[src/rtl/seg7_scan_pkg.sv]
// Shared constants and helpers for the 7-segment display blocks.
// Segment patterns are "lit" patterns in {g,f,e,d,c,b,a} order; pins are active-low.
package seg7_scan_pkg;

  localparam int         DIGITS    = 8;
  localparam logic [6:0] SEG_BLANK = 7'h7F;
  localparam logic [7:0] AN_OFF    = 8'hFF;

  localparam logic [6:0] HEX_0 = 7'h3F;
  localparam logic [6:0] HEX_1 = 7'h06;
  localparam logic [6:0] HEX_2 = 7'h5B;
  localparam logic [6:0] HEX_3 = 7'h4F;
  localparam logic [6:0] HEX_4 = 7'h66;
  localparam logic [6:0] HEX_5 = 7'h6D;
  localparam logic [6:0] HEX_6 = 7'h7D;
  localparam logic [6:0] HEX_7 = 7'h07;
  localparam logic [6:0] HEX_8 = 7'h7F;
  localparam logic [6:0] HEX_9 = 7'h6F;
  localparam logic [6:0] HEX_A = 7'h77;
  localparam logic [6:0] HEX_B = 7'h7C;
  localparam logic [6:0] HEX_C = 7'h39;
  localparam logic [6:0] HEX_D = 7'h5E;
  localparam logic [6:0] HEX_E = 7'h79;
  localparam logic [6:0] HEX_F = 7'h71;

  // Hex nibble to lit-segment pattern.
  function automatic logic [6:0] hex_decode(input logic [3:0] nib);
    logic [6:0] lit;
    case (nib)
      4'h0:    lit = HEX_0;
      4'h1:    lit = HEX_1;
      4'h2:    lit = HEX_2;
      4'h3:    lit = HEX_3;
      4'h4:    lit = HEX_4;
      4'h5:    lit = HEX_5;
      4'h6:    lit = HEX_6;
      4'h7:    lit = HEX_7;
      4'h8:    lit = HEX_8;
      4'h9:    lit = HEX_9;
      4'hA:    lit = HEX_A;
      4'hB:    lit = HEX_B;
      4'hC:    lit = HEX_C;
      4'hD:    lit = HEX_D;
      4'hE:    lit = HEX_E;
      4'hF:    lit = HEX_F;
      default: lit = 7'h00;
    endcase
    return lit;
  endfunction

endpackage

[src/rtl/seg7_scan_edge_sync.sv]
// edge_sync: SYNC-deep synchronizer followed by a registered rising-edge pulse.
// The pulse appears SYNC+1 clock edges after din rises; falling edges are ignored.
module edge_sync #(
  parameter int SYNC = 2
) (
  input  logic clk,
  input  logic rst,
  input  logic din,
  output logic rise
);

  logic [SYNC-1:0] sync_q, sync_d;
  logic            prev_q, prev_d;
  logic            rise_q, rise_d;

  // Shift the async input through the synchronizer and detect a 0->1 step.
  always_comb begin
    sync_d = {sync_q[SYNC-2:0], din};
    prev_d = sync_q[SYNC-1];
    rise_d = sync_q[SYNC-1] & ~prev_q;
  end

  // Synchronizer, history and pulse flops with synchronous active-low reset.
  always_ff @(posedge clk) begin
    if (!rst) begin
      sync_q <= '0;
      prev_q <= 1'b0;
      rise_q <= 1'b0;
    end else begin
      sync_q <= sync_d;
      prev_q <= prev_d;
      rise_q <= rise_d;
    end
  end

  assign rise = rise_q;

endmodule

[src/rtl/seg7_scan.sv]
// seg7_scan: 8-digit multiplexed common-anode 7-segment driver.
// A rising edge of scan_clk advances to the next digit; the shadow word is
// captured only when the scan wraps to digit 0, so a frame never tears.
// Optional build macro: SEG7_LZB_EN enables leading-zero blanking.
module seg7_scan
  import seg7_scan_pkg::*;
#(
  parameter int SYNC = 2
) (
  input  logic              clk,
  input  logic              rst,
  input  logic              scan_clk,
  input  logic [31:0]       data,
  input  logic [DIGITS-1:0] dp_in,
  input  logic [DIGITS-1:0] digit_en,
  output logic [DIGITS-1:0] an,
  output logic [6:0]        seg,
  output logic              dp,
  output logic              frame
);

  localparam logic [2:0] IDX_LAST = 3'd7;

`ifdef SEG7_LZB_EN
  // Digit k (k>=1) is blanked when it and every nibble above it are zero.
  function automatic logic [DIGITS-1:0] lzb_mask(input logic [31:0] word);
    logic [DIGITS-1:0] mask;
    logic              zero_above;
    mask       = '0;
    zero_above = 1'b1;
    for (int k = DIGITS - 1; k >= 1; k--) begin
      zero_above = zero_above && (word[4*k +: 4] == 4'h0);
      mask[k]    = zero_above;
    end
    return mask;
  endfunction
`endif

  logic              tick_s;
  logic [2:0]        idx_q, idx_d;
  logic [31:0]       shadow_q, shadow_d;
  logic [DIGITS-1:0] shadow_dp_q, shadow_dp_d;
  logic [DIGITS-1:0] shadow_en_q, shadow_en_d;
  logic [DIGITS-1:0] an_q, an_d;
  logic [6:0]        seg_q, seg_d;
  logic              dp_q, dp_d;
  logic              frame_q, frame_d;
  logic [3:0]        nib_s;
  logic [DIGITS-1:0] lzb_s;
  logic              vis_s;

  edge_sync #(.SYNC(SYNC)) u_edge_sync (
    .clk  (clk),
    .rst  (rst),
    .din  (scan_clk),
    .rise (tick_s)
  );

  // Advance the digit on tick, reload the shadow on wrap, and form the next pin values
  // from the (possibly just-loaded) shadow so digit 0 of a new frame is never stale.
  always_comb begin
    idx_d       = idx_q;
    shadow_d    = shadow_q;
    shadow_dp_d = shadow_dp_q;
    shadow_en_d = shadow_en_q;
    an_d        = an_q;
    seg_d       = seg_q;
    dp_d        = dp_q;
    frame_d     = 1'b0;
    nib_s       = 4'h0;
    lzb_s       = '0;
    vis_s       = 1'b0;
    if (tick_s) begin
      idx_d = idx_q + 3'd1;
      if (idx_q == IDX_LAST) begin
        shadow_d    = data;
        shadow_dp_d = dp_in;
        shadow_en_d = digit_en;
        frame_d     = 1'b1;
      end else begin
        frame_d = 1'b0;
      end
      nib_s = shadow_d[{idx_d, 2'b00} +: 4];
`ifdef SEG7_LZB_EN
      lzb_s = lzb_mask(shadow_d);
`else
      lzb_s = '0;
`endif
      vis_s = shadow_en_d[idx_d] && !lzb_s[idx_d];
      if (vis_s) begin
        an_d  = ~(8'h01 << idx_d);
        seg_d = ~hex_decode(nib_s);
        dp_d  = ~shadow_dp_d[idx_d];
      end else begin
        an_d  = AN_OFF;
        seg_d = SEG_BLANK;
        dp_d  = 1'b1;
      end
    end else begin
      frame_d = 1'b0;
    end
  end

  // Scan state and registered pin drivers with synchronous active-low reset.
  always_ff @(posedge clk) begin
    if (!rst) begin
      idx_q       <= IDX_LAST;
      shadow_q    <= 32'h0000_0000;
      shadow_dp_q <= '0;
      shadow_en_q <= '0;
      an_q        <= AN_OFF;
      seg_q       <= SEG_BLANK;
      dp_q        <= 1'b1;
      frame_q     <= 1'b0;
    end else begin
      idx_q       <= idx_d;
      shadow_q    <= shadow_d;
      shadow_dp_q <= shadow_dp_d;
      shadow_en_q <= shadow_en_d;
      an_q        <= an_d;
      seg_q       <= seg_d;
      dp_q        <= dp_d;
      frame_q     <= frame_d;
    end
  end

  assign an    = an_q;
  assign seg   = seg_q;
  assign dp    = dp_q;
  assign frame = frame_q;

endmodule
[config.mk]
export PLATFORM = sky130hd
export DESIGN_NAME = seg7_scan
export DESIGN_NICKNAME = d
export VERILOG_FILES = /design/src/rtl/seg7_scan_pkg.sv /design/src/rtl/seg7_scan_edge_sync.sv /design/src/rtl/seg7_scan.sv
export SDC_FILE = /design/constraint.sdc
export NUM_CORES = 1
export LEC_CHECK = 0
export BUFFER_PORTS_ARGS = -buffer_cell sky130_fd_sc_hd__clkbuf_2
export CELL_PAD_IN_SITES_DETAIL_PLACEMENT = 1
export CELL_PAD_IN_SITES_GLOBAL_PLACEMENT = 1
export CORE_ASPECT_RATIO = 0.5
export CORE_UTILIZATION = 35
export DETAILED_ROUTE_END_ITERATION = 12
export PLACE_DENSITY_LB_ADDON = 0.1
export SYNTH_ARGS = -nofsm -noshare
export SYNTH_HDL_FRONTEND = slang
export SYNTH_SLANG_ARGS = --single-unit
[constraint.sdc]
create_clock -name clk -period 4.2 [get_ports clk]
set_input_delay 0 -clock clk [delete_from_list [all_inputs] [get_ports clk]]
set_output_delay 0 -clock clk [all_outputs]
set_load 0.01 [all_outputs]
Word level (Yosys, flattened, before mapping)
Memories as Yosys holds them, arrays and structs flattened. Cells that the tools add are included.

Memories: 2. Memory bits (read-only): 120. Bits in registers: 72. Output and inout port bits: 17. Bits of input ports: 51. Word-level logic and storage cells: 43.

Memories: (name not given) (words 16, bits a word 7, read ports 1, clocked after Yosys merged registers in 0, write ports 0, line seg7_scan_pkg.sv:29) `case (nib)`; (name not given) (words 8, bits a word 1, read ports 1, clocked after Yosys merged registers in 0, write ports 0, line seg7_scan.sv:89) `vis_s = shadow_en_d[idx_d] && !lzb_s[idx_d];`.

Mux-type cells: 17. Reductions and logical operators: 3. Bitwise gates (word level): 5. $lt $le $gt $ge: 1. Shifts and indexed selects: 2. Add/subtract/negate cells: 1. Equality and inequality tests: 1.

Operators with widths (number): 32-bit 2-to-1 mux (2); 8-bit 2-to-1 mux (5); 32-bit by 6-bit variable part select with 4-bit output (1); 7-bit 2-to-1 mux (3); 8-bit inverter (1); 1-bit by 3-bit left shift with 8-bit output, first input constant (1); 7-bit inverter (1); 1-bit binary-select mux with 3-bit select (2); 1-bit 2-to-1 mux (5); 3-bit by 4-bit less-than comparator with 1-bit output, second input constant (1); 3-bit by 1-bit adder with 3-bit output, second input constant (1); 3-bit equality test, second input constant (1); 1-bit inverter (2); 2-bit AND reduction (1); 1-bit bitwise AND (1); 1-bit logical AND (1); 1-bit zero test (1).

Logic depth before layout (Yosys ltp)
Word-level depth: 10. Depth in mapped cells: 16. Gate-level depth less buffers: 13.

By module
From an unflattened synthesis, not the netlist that was laid out.

Cells, all modules: 454. Area total of the unflattened synthesis: 4027.6 µm².

By module, submodules not included: seg7_scan (times used 1, sequential area each 1361.3 µm², area each 3916.3 µm², cells an instance 446); edge_sync (times used 1, sequential area each 80.1 µm², area each 111.4 µm², cells an instance 8).

Least setup slack after synthesis
No wires, ideal clock.

Path type: register to register. Start point: reg idx_q[0]. End point: reg seg_q[6], in the netlist seg[6]. Cell stages (with the launch flop): 13. Data required time: 4.081 ns. Path slack: 0.884 ns. Clock period less this slack: 3.316 ns. Arrival time: 3.197 ns. Path through: dfxtp_1 -> clkinv_1 -> ha_1 -> buf_6 -> buf_2 -> mux4_2 -> mux2_2 -> o21ai_1 -> inv_1 -> ha_1 -> mux2i_1 -> mux2i_1 -> o221a_2.

Word-level cells in the longest chain between the ends: 9.

RTL lines: from (decl) (line seg7_scan.sv:40) `logic [2:0] idx_q, idx_d;`; from (signal assigned) (line seg7_scan.sv:116) `idx_q <= idx_d;`; 3-bit equality test (line seg7_scan.sv:75) `if (idx_q == IDX_LAST) begin`; 32-bit 2-to-1 mux (line seg7_scan.sv:75); 32-bit 2-to-1 mux (line seg7_scan.sv:73) `if (tick_s) begin`; 32-bit by 6-bit variable part select with 4-bit output (line seg7_scan.sv:83) `nib_s = shadow_d[{idx_d, 2'b00} +: 4];`; memory read 16 x 7 bit; 7-bit 2-to-1 mux (line seg7_scan.sv:90) `if (vis_s) begin`; 7-bit 2-to-1 mux (line seg7_scan.sv:73); 7-bit inverter (line seg7_scan.sv:92) `seg_d = ~hex_decode(nib_s);`; 7-bit 2-to-1 mux * (line seg7_scan.sv:90); to (signal assigned) (line seg7_scan.sv:121) `seg_q <= seg_d;`; to (decl) (line seg7_scan.sv:45) `logic [6:0] seg_q, seg_d;`.

Every way passes the cells marked *; elsewhere a longest branch is shown, timed or not. The select of a mux whose other input is x is not followed. A chain may end at the register's enable or synchronous reset.

Worst setup path in the final report
Start point: reg idx_q[0]. End point: reg seg_q[4], in the netlist seg[4].

The elaborated chain is that of the path after synthesis.

==> out/qor.yml <==
grt_pass1_vias: 3447
die_width_um: 150
synth_nets: 493
grt_max_degree: 67
clk_pin_slew_ns: 0.06
drive_gt1_frac: 0.216
rsz0062_at_grt: "false"
grt_use_met3: 0.0419
cp_max_fo: 19
grt_pass1_wl_um: 18200
gp_congestion: 0.748
post_synth_main_area_contributors: "dfxtp_1 (38%), nand2_1 (13%), mux2i_1 (9.1%)"
antenna_found_initial: 0
ctsLongestPathBuffers: 2
syn_inst: 430
timing.rr.start: "idx_q[0]$_SDFFE_PN1P_"
crit_buf_inv: 4
diodes: 0
finalSetupViolations: 0
synthTopCellsByCount: "nand2_1 (130), dfxtp_1 (72), mux2i_1 (35)"
worst_setup_path_start_kind: "flop"
hold_viol: 0
dieArea_mm2: 0.0114
peakVddDrop_uv: 200
min_from: "rst"
yosys.area.top_type_share: 0.375
ys_seq_elements: 72
p_leak_uw: 0.00210
overflow: 0
synth_cell_types: 45
dp.cells: 617
cts_resized: 0
area.growth.synth_to_final_pct: 32.7
ys.warnings.count: 0
synth-edff-count: 0
reg2regPathDepth: 15
port_buffers: 67
cp.arrival_ns: 3.68
slew_headroom: 0.541
fin_crit_ns: 3.40
nFillCells: 1239
io_pins: 68
fin_skew_ns: 0.00752
nets: 600
core_region_area_mm2: 0.0104
drtIter0Drc: 143
yosysTopAreaCell: "dfxtp_1"
min_path_cells: 3
clk_latency_ns: 0.34
cts_tree: "done"
top_usage_layer: "met2"
criticalPathCategory: "flop to flop"
wl_per_cell_um: 16.3
r2r_end: "seg[4]$_SDFFE_PN1P_"
grtUsageMet2: 0.313
wl_um: 11100
postSynthAreaPerCell_um2: 8.93
clkSinkCount: 72
ant_nets: 0
htreeDepth: 3
slowest_stage: "ha_2"
cap_violations: 0
avgViaCountPerCell: 5.04
root_buffer: "clkbuf_16"
crit_path_end_kind: "flop"
max_clock_freq_ghz: 0.294
required_ns: 4.48
fin_total_pwr_uw: 1890
cp_cell_sequence: "buf_4, ha_1, ha_2, buf_4, mux2i_1, nand2_1, nand4_1, nor2_1, nor2_1, inv_1, ha_1, inv_1, mux2i_1, o2111ai_1, o221a_2"
finalMaxSlewViolations: 0
post-route-period-util: 0.810
syn_area_mm2: 0.00384
ys.flop_type: "dfxtp_1"
dp_hpwl_um: 7550
holdPathEnd: "an[5]$_SDFFE_PN1P_"
hold_slack_ns: 0.185
start_util: 0.368
p_per_area_mw_per_mm2: 370
die_h_um: 76.1
dr.pass1.iters: 4
grt_use_met1: 0.299
setup-tns-final_ns: 0
reg2reg_setup_slack_ns: 0.80
fin_cells: 682
hold_path_class: "primary input to flop"
outcome: "completed"
drc: 0
grt_use_total: 0.207
tightest_slew_ns: 0.686
ys_seq_area_frac: 0.375
route.vias.total: 3437
postCtsSetupBuffers: 0
rows: 26
cts_made_buffers: 9
synth_most_common_cell: "nand2_1"
synthArstFlopShare: 0
cp_slowest_stage_delay_ns: 0.55
cp_top_family: "adder cells"
-- timing repair --
item	in CTS	in global routing
setup endpoints to repair	0	0
endpoints found under the hold margin	49	0
hold buffers	49	0
-- cells by family after synthesis --
| group | count (synthesis) | share of synthesized area |
|---|---|---|
| adders and majority gates | 12 | 0.0391 |
| AOI/OAI and AO/OA | 88 | 0.170 |
| muxes | 52 | 0.186 |
| DFF | 72 | 0.375 |
| xor gates and xnor gates | 1 | 0.00228 |
| and+or+nand+nor | 168 | 0.183 |
| buffers and inverters | 37 | 0.0447 |
-- worst max path at each step --
stage          cells after the start                   to             startpoint
6_report                          15  seg[4]$_SDFFE_PN1P_  idx_q[0]$_SDFFE_PN1P_
3_5_place_dp                      14  seg[6]$_SDFFE_PN1P_  idx_q[0]$_SDFFE_PN1P_
4_1_cts                           15  seg[4]$_SDFFE_PN1P_  idx_q[0]$_SDFFE_PN1P_
3_3_place_gp                      10  seg[3]$_SDFFE_PN1P_  idx_q[0]$_SDFFE_PN1P_
5_1_grt                           14  seg[6]$_SDFFE_PN1P_  idx_q[0]$_SDFFE_PN1P_
2_1_floorplan                     12  seg[6]$_SDFFE_PN1P_  idx_q[0]$_SDFFE_PN1P_
-- cell type report --
type | instances | area (µm²) | area share
Clock buffer | 9 | 225 | 0.0442
Clock inverter | 7 | 96.3 | 0.0189
Inverter | 7 | 26.3 | 0.00516
Multi-Input combinational cell | 321 | 2230 | 0.437
Sequential cell | 72 | 1440 | 0.283
Tap cell | 140 | 175 | 0.0344
Timing Repair Buffer | 126 | 901 | 0.177
-- registers in the layout, summed over array words and instances (netlist names) --
signal	flops
shadow_dp_q	8
dp	1
frame	1
shadow_q	32
shadow_en_q	8
u_edge_sync.prev_q	1
seg	7
idx_q	3
u_edge_sync.sync_q	2
u_edge_sync.rise	1
an	8
-- report_power, final --
group | leakage, µW | internal [µW] | switching [µW]
logic | 0.00136 | 161 | 186
registers | 0.000583 | 698 | 7.59
clock network | 0.000159 | 521 | 312
-- metrics by stage --
step / setup WS (ns) / util / cell area (µm²)
2_1_floorplan: 0.884 / - / 3840
3_3_place_gp: 0.835 / 0.410 / 4280
3_5_place_dp: 0.842 / 0.410 / 4280
4_1_cts: 0.814 / 0.488 / 5090
5_1_grt: 0.595 / 0.488 / 5090
6_report: 0.798 / 0.488 / 5090
-- worst min-delay path: stages --
cell      delay, ns
clkbuf_2       0.08
buf_4          0.29
nand2_1        0.12
-- layout by cell type (no fill, tap or decap), drive strengths merged --
| cell type | Yosys | layout |
|---|---|---|
| a31oi | 2 | 2 |
| xnor2 | 1 | 1 |
| o31a | 2 | 2 |
| o22ai | 13 | 13 |
| nand3 | 5 | 5 |
| dfxtp | 72 | 72 |
| nand2 | 130 | 130 |
| dlygate4sd3 | 0 | 49 |
| a41oi | 2 | 2 |
| nor2b | 4 | 4 |
| o21ai | 2 | 2 |
| bufinv | 0 | 2 |
| a22oi | 4 | 4 |
| mux2 | 1 | 1 |
| nand4 | 2 | 2 |
| o211ai | 5 | 5 |
| o2111ai | 1 | 1 |
| a21boi | 48 | 48 |
| mux2i | 38 | 38 |
| clkbuf | 16 | 76 |
| nand2b | 4 | 4 |
| and3 | 1 | 1 |
| nand3b | 1 | 1 |
| a21oi | 5 | 5 |
| ha | 12 | 12 |
| nor3 | 2 | 2 |
| buf | 14 | 10 |
| nor2 | 10 | 10 |
| o21a | 1 | 1 |
| mux4 | 13 | 13 |
| inv | 6 | 6 |
| clkinv | 1 | 6 |
| o221ai | 1 | 1 |
| and2 | 7 | 7 |
| o221a | 2 | 2 |
| or4b | 1 | 1 |
| and2b | 1 | 1 |
-- metal layers --
| layer | part of all wire | routed length [µm] |
|---|---|---|
| met5 | 0 | 0 |
| met4 | 0.0080 | 89 |
| met3 | 0.034 | 375 |
| met2 | 0.44 | 4840 |
| met1 | 0.52 | 5800 |
Note: power is estimated with default switching activity, not from simulation.
